`config.mk`:
```
export PLATFORM = sky130hd
export DESIGN_NAME = riio_gpi_rx_conditioner
export DESIGN_NICKNAME = d
export VERILOG_FILES = /design/src/rtl/riio_gpi_rx_conditioner.sv
export SDC_FILE = /design/constraint.sdc
export NUM_CORES = 1
export LEC_CHECK = 0
export ABC_CLOCK_PERIOD_IN_PS = 2300
export BUFFER_PORTS_ARGS = -buffer_cell sky130_fd_sc_hd__buf_2
export CAP_MARGIN = 25
export CORE_UTILIZATION = 53
export DETAILED_ROUTE_END_ITERATION = 16
export HOLD_SLACK_MARGIN = 0.15
export PLACE_DENSITY = 0.84
export RECOVER_POWER = 25
export SLEW_MARGIN = 10
export SYNTH_ARGS = -nofsm -noshare
export SYNTH_HDL_FRONTEND = slang
export SYNTH_SLANG_ARGS = --single-unit
```
`constraint.sdc`:
```
create_clock -name CLK_I -period 2.3 [get_ports CLK_I]
set_input_delay 0.23 -clock CLK_I [delete_from_list [all_inputs] [get_ports CLK_I]]
set_output_delay 0.23 -clock CLK_I [all_outputs]
set_load 0.02 [all_outputs]
```
`src/rtl/riio_gpi_rx_conditioner.sv`:
```
// Receive conditioner for a general-purpose input pad: pad enable/pull control, synchroniser, debouncer.
// Optional sticky edge interrupt latch is built when the macro GPI_IRQ_EN is defined.
module riio_gpi_rx_conditioner #(
    parameter int SYNC_STAGES = 2,
    parameter int CNT_W       = 8
) (
    input  logic             CLK_I,
    input  logic             RST_I,
    input  logic             EN_I,
    input  logic [1:0]       PULL_I,
    input  logic [CNT_W-1:0] DEB_CYCLES_I,
    input  logic             DI_I,
    output logic             IE_O,
    output logic             PE_O,
    output logic             PS_O,
    output logic             DATA_O,
    output logic             RISE_O,
    output logic             FALL_O,
    output logic             GLITCH_O
`ifdef GPI_IRQ_EN
    ,
    input  logic [1:0]       IRQ_MODE_I,
    input  logic             IRQ_CLR_I,
    output logic             IRQ_O
`endif
);

    typedef enum logic [1:0] {
        OFF    = 2'd0,
        ARM    = 2'd1,
        STABLE = 2'd2,
        QUAL   = 2'd3
    } state_t;

    localparam logic [CNT_W-1:0] CNT_ZERO = {CNT_W{1'b0}};
    localparam logic [CNT_W-1:0] CNT_ONE  = {{(CNT_W-1){1'b0}}, 1'b1};
    localparam logic [CNT_W-1:0] CNT_MAX  = {CNT_W{1'b1}};
    // Last blanking count: covers the pad enable delay plus a full sync-chain flush.
    localparam logic [CNT_W-1:0] ARM_LAST = CNT_W'(SYNC_STAGES + 1);

    state_t                 state_r;
    state_t                 state_s;
    logic [CNT_W-1:0]       cnt_r;
    logic [CNT_W-1:0]       cnt_s;
    logic [SYNC_STAGES-1:0] sync_r;
    logic                   sync_s;
    logic                   data_s;
    logic                   rise_s;
    logic                   fall_s;
    logic                   glitch_s;

    function automatic logic [CNT_W-1:0] sat_inc(input logic [CNT_W-1:0] v);
        if (v == CNT_MAX) begin
            return v;
        end else begin
            return v + CNT_ONE;
        end
    endfunction

    assign sync_s = sync_r[SYNC_STAGES-1];

    // Synchroniser chain on the asynchronous pad input; shifts every cycle regardless of state.
    always_ff @(posedge CLK_I) begin
        if (RST_I) begin
            sync_r <= {SYNC_STAGES{1'b0}};
        end else begin
            sync_r <= {sync_r[SYNC_STAGES-2:0], DI_I};
        end
    end

    // Registered pad controls.
    always_ff @(posedge CLK_I) begin
        if (RST_I) begin
            IE_O <= 1'b0;
            PE_O <= 1'b0;
            PS_O <= 1'b0;
        end else begin
            IE_O <= EN_I;
            PE_O <= (PULL_I == 2'b01) || (PULL_I == 2'b10);
            PS_O <= (PULL_I == 2'b10);
        end
    end

    // Debounce FSM next-state, counter and output-update logic.
    always_comb begin
        state_s  = state_r;
        cnt_s    = cnt_r;
        data_s   = DATA_O;
        rise_s   = 1'b0;
        fall_s   = 1'b0;
        glitch_s = 1'b0;
        if (!EN_I) begin
            state_s = OFF;
            cnt_s   = CNT_ZERO;
        end else begin
            case (state_r)
                OFF: begin
                    state_s = ARM;
                    cnt_s   = CNT_ZERO;
                end
                ARM: begin
                    if (cnt_r == ARM_LAST) begin
                        data_s  = sync_s;
                        cnt_s   = CNT_ZERO;
                        state_s = STABLE;
                    end else begin
                        cnt_s = sat_inc(cnt_r);
                    end
                end
                STABLE: begin
                    if (sync_s != DATA_O) begin
                        if (DEB_CYCLES_I == CNT_ZERO) begin
                            data_s = sync_s;
                            rise_s = sync_s;
                            fall_s = ~sync_s;
                        end else begin
                            state_s = QUAL;
                            cnt_s   = CNT_ONE;
                        end
                    end else begin
                        state_s = STABLE;
                    end
                end
                QUAL: begin
                    if (sync_s == DATA_O) begin
                        state_s  = STABLE;
                        cnt_s    = CNT_ZERO;
                        glitch_s = 1'b1;
                    end else if (cnt_r >= DEB_CYCLES_I) begin
                        // >= so that lowering the debounce length mid-run commits at once.
                        data_s  = sync_s;
                        rise_s  = sync_s;
                        fall_s  = ~sync_s;
                        cnt_s   = CNT_ZERO;
                        state_s = STABLE;
                    end else begin
                        cnt_s = sat_inc(cnt_r);
                    end
                end
                default: begin
                    state_s = OFF;
                    cnt_s   = CNT_ZERO;
                end
            endcase
        end
    end

    // FSM state, counter and registered level/strobe outputs.
    always_ff @(posedge CLK_I) begin
        if (RST_I) begin
            state_r  <= OFF;
            cnt_r    <= CNT_ZERO;
            DATA_O   <= 1'b0;
            RISE_O   <= 1'b0;
            FALL_O   <= 1'b0;
            GLITCH_O <= 1'b0;
        end else begin
            state_r  <= state_s;
            cnt_r    <= cnt_s;
            DATA_O   <= data_s;
            RISE_O   <= rise_s;
            FALL_O   <= fall_s;
            GLITCH_O <= glitch_s;
        end
    end

`ifdef GPI_IRQ_EN
    // Sticky interrupt latch fed by the registered strobes; a set beats a clear in the same cycle.
    always_ff @(posedge CLK_I) begin
        if (RST_I) begin
            IRQ_O <= 1'b0;
        end else begin
            IRQ_O <= (RISE_O & IRQ_MODE_I[0]) | (FALL_O & IRQ_MODE_I[1]) | (IRQ_O & ~IRQ_CLR_I);
        end
    end
`endif

endmodule

```
Word-level counts from Yosys, hierarchy flattened

Cells that the tools add are included.

$add $sub $neg: 1
Order comparisons: 1
Eq/ne operators: 17
Muxes and demuxes: 30
Bitwise logic cells: 3
Reductions and logical operators: 9

Operator list:

| kind                  | number |
|---|---|
| $mux W8               | 6 |
| $pmux W8 S4           | 1 |
| $mux W1               | 14 |
| $ne A2 B2 Y1 const B  | 6 |
| $mux W2               | 5 |
| $add A8 B1 Y8 const B | 1 |
| $eq A8 B2 Y1 const B  | 1 |
| $eq A8 B8 Y1 const B  | 1 |
| $ge A8 B8 Y1          | 1 |
| $logic_not A8 Y1      | 1 |
| $pmux W2 S4           | 1 |
| $reduce_and A7 Y1     | 1 |
| $eq A2 B2 Y1 const B  | 3 |
| $ne A3 B3 Y1 const B  | 2 |
| $eq A2 B1 Y1 const B  | 2 |
| $pmux W1 S2           | 2 |
| $not A1 Y1            | 3 |
| $pmux W1 S3           | 1 |
| $reduce_and A3 Y1     | 1 |
| $reduce_bool A3 Y1    | 1 |
| $reduce_or A3 Y1      | 1 |
| $logic_not A2 Y1      | 1 |
| $reduce_and A2 Y1     | 1 |
| $reduce_or A2 Y1      | 1 |
| 3 further kinds       | 3 |

Register bits: 19
Bits of input ports: 14
Output and inout port bits: 7
Logic and storage cells: 71

Longest topological paths before layout

Depth after elaboration: 5
Depth in mapped cells: 8
Mapped depth without buffers: 8

Worst setup path before layout

Ideal clock, no wire load.

Kind: register to register
Start: register cnt_r[2]
End: register cnt_r[7]
Library setup time: 70 ps
Arrival: 2023 ps
Slack: 208 ps
Cell stages (with the launch flop): 8
Buffers on the path: 0
Clock period less this slack: 2092 ps
Cell sequence: dfxtp_1 -> ha_1 -> a211oi_1 -> o21ai_1 -> a211oi_2 -> a41oi_2 -> or3_1 -> a21oi_1

Longest elaborated chain between the ends: 5

RTL lines:

| item                                          | RTL line | text |
|---|---|---|
| start, declared                               | 43       | `logic [CNT_W-1:0] cnt_r;` |
| start signal, assigned                        | 159      | `cnt_r <= cnt_s;` |
| $add A8 B1 Y8 or $eq A8 B8 Y1 (tied branches) | 56, 53   |  |
| $mux W8                                       | 53       | `if (v == CNT_MAX) begin` |
| $mux W8                                       | 129      | `end else if (cnt_r >= DEB_CYCLES_I) begin` |
| $mux W8                                       | 125      | `if (sync_s == DATA_O) begin` |
| $pmux W8 S4 (*)                               | 96       | `case (state_r)` |

Every way passes the cells marked *; elsewhere a longest branch is shown, timed or not.
A chain may end at the register's enable or synchronous reset.

Worst setup path after layout

Start: register cnt_r[0]
End: register cnt_r[2]

The elaborated chain is that of the path after synthesis.

==> key figures <==
Cells and area
  – P&R area growth vs syn: 20.3%
  – Share of layout cells above drive strength 1: between 20% and 30%
  – Layout filler cell count: around 140
  – # diodes: 0
  – Most frequent cells in the layout: dfxtp_1, buf_2, nor2_1
  – Final Util: 71.4%
  – Final net count: 181
  – Commonest non-fill, non-tap cell in the layout: dfxtp_1
  – Fin area: 0.00130 mm2

Floorplan
  – Initial Utilization: 59.4%
  – Die Span Y: 47.2 um
  – Die area: 0.00222 mm2
  – Site row count: 15
  – I/O pins: 21
  – Core Footprint: 0.00182 mm2
  – Die X: around 47 um

Critical path
  – CP startpoint kind: flip-flop
  – Req. time, crit path: 2500 ps
  – CP Capture Type: flip-flop
  – Worst Path Max Fanout: 6
  – Critical Path AT: between 2000 and 2500 ps
  – Crit Path Category: flip-flop to flip-flop

Clock tree
  – Root Buffer: clkbuf_4
  – Max Root-Sink Buffers: 2
  – CTS Buf Count: 3
  – Clock latency on the worst-skew pair: 290 ps
  – CTS H-tree depth: 1
  – Clock tree from TritonCTS: yes
  – Reg clk slew, reported paths: roughly 110 ps
  – Clk sinks: 19

Hold path
  – Hold crit path type: input port to flip-flop

Timing
  – Pins Over Slew Limit: 0
  – Final setup fails: 0
  – Min cycle time layout: 2140 ps
  – Endpoints failing hold: 0
  – Period utilisation layout: 93.2%
  – Max-slew headroom at the worst pin: 67.1%
  – Worst-Margin Slew: 489 ps
  – Achievable Freq: about 0.47 GHz
  – Setup TNS: 0 ps
  – RSZ-0062 raised after global routing: no
  – Clk_skew: between 3 and 4 ps

Drt
  – Wire per inst: 14.3 um
  – Via count: 1029
  – Antenna Nets Post-Route: 0
  – Vias/cell: between 5 and 6
  – DR iter-0 viols: 21
  – DRC viols: 0
  – TritonRoute pass-1 iters: 4
  – Total Wirelength: between 2000 and 3000 um

Place
  – # port buffers: 20
  – Gp weighted congestion: about 0.9
  – Hpwl dp: 1890 um
  – Area of placed instances: 0.00123 mm2

Synthesis
  – Syn Area/Cell: 8.58 um2
  – Cells after Synth: 126
  – Yosys Warn Count: 0
  – Sequential share of the synthesized area: 35.2%
  – Mapped Area: ~0.0011 mm2
  – Mapped Nets: 150
  – Number of flops mapped to enable cells by yosys: 0
  – #FFs+latches synth: 19
  – Yosys cell types: 34
  – Asr flop ratio synth: 0%
  – Main synth FF type: dfxtp_1

GRT
  – Global-route wire length before repair: 4460 um
  – Antenna violations before repair: 0
  – Gr usage total: between 20% and 30%
  – Vias in the first global route: 977
  – Maximum number of pins on one net before global-route repair: 12
  – Congestion Overflow GR: 0

Power
  – Combinational share of power: between 10% and 20%
  – Leakage power: approximately 0.56 nW
  – Final Power: about 0.00058 W
  – Maximum vdd ir drop: 0.515 mV
  – Reg power frac: 58.9%
  – Sw Share: between 20% and 30%
  – Internal cell power: 0.000434 W
  – Pwr dens: 448 mW/mm2
  – Clock power frac: 28.5%
  – Net Sw Power: 0.000149 W

Job
  – Maxcap violations: 0

Outcome
  – Status: finished, final reports clean
sequential cells by signal (all words and copies together), names as in the netlist:
name,cells
PS_O,1
DATA_O,1
state_r,2
IE_O,1
PE_O,1
FALL_O,1
sync_r,2
RISE_O,1
GLITCH_O,1
cnt_r,8
through the flow:
stage	cells	hold slack (ps)	setup WS (ps)
after floorplan	126	297	208
after global placement	173	417	216
after detailed placement	173	447	126
after CTS	180	186	76.0
after global routing	181	205	29.4
final	181	187	156
cell type report:
type	count	area [um2]	area share (%)
Clock buffer	3	22.5	1.73
Timing Repair Buffer	28	163	12.5
Multi-Input combinational cell	91	643	49.5
Sequential cell	19	383	29.5
Inverter	14	52.6	4.04
Tap cell	25	31.3	2.41
Clock inverter	1	5.00	0.385
worst paths after layout:
path                            slack (ps)               endpoint                   from  cells past startpoint
worst min register to register         470   sync_r[1]$_SDFF_PP0_   sync_r[0]$_SDFF_PP0_                      1
worst min-delay path                   190        PE_O$_SDFF_PP0_              PULL_I[1]                      3
worst max register to register         160  cnt_r[2]$_SDFFE_PP0P_  cnt_r[0]$_SDFFE_PP0P_                      6
worst max-delay path                   160  cnt_r[2]$_SDFFE_PP0P_  cnt_r[0]$_SDFFE_PP0P_                      6
synthesized netlist by cell type (2+ instances only):
cell type	number	area (um2)
a211oi_1	2	15.0
a21oi_1	5	25.0
clkbuf_1	2	7.51
dfxtp_1	19	380
ha_1	10	125
inv_1	14	52.6
mux2i_1	2	20.0
nand2_1	9	33.8
nand2b_1	2	12.5
nand3_1	5	25.0
nand4_1	4	25.0
nor2_1	15	56.3
nor2b_1	5	31.3
nor3_1	3	15.0
o21ai_0	3	15.0
o21ai_1	3	15.0
or4_1	2	15.0
xor2_1	5	43.8
power by group through the flow:
stage          logic (W)  registers [W]  clock network [W]
4_1_cts        0.0000710       0.000342           0.000167
5_1_grt        0.0000836       0.000344           0.000181
3_5_place_dp   0.0000669       0.000350                  0
6_report       0.0000738       0.000343           0.000166
2_1_floorplan  0.0000406       0.000350                  0
3_3_place_gp   0.0000636       0.000349                  0
critical path: stages (launching register included):
cell,delay (ps)
dfxtp_2,410
ha_2,230
or4b_4,480
o41a_1,370
a41oi_2,270
a21o_2,230
nor2_1,60
logic make-up (layout without fill, tap and decap cells):
kind of cell,Yosys count,in the layout,share of synthesized area (%)
DFF,19,19,35.2
adders and majority gates,10,10,11.6
buffers and inverters,16,46,5.56
muxes,2,2,1.85
xor gates and xnor gates,6,6,4.86
and+or+nand+nor,50,50,23.8
AOI/OAI and AO/OA,23,23,17.1
per-layer routing:
layer  share of wire [%]  track usage (%)  up-vias
li1                    -                -      502
met5                   0                0        -
met1                  42             37.0      491
met4                0.43             6.29        0
met3                 5.1             4.62        2
met2                  52             50.0       34
repair_timing:
action	in CTS	in global routing
setup endpoints to repair	0	8
buffers inserted	0	1
hold buffers	3	0
resized for setup	0	3
hold endpoints to repair	2	0
No activity file was read; power rests on OpenSTA's default activity.
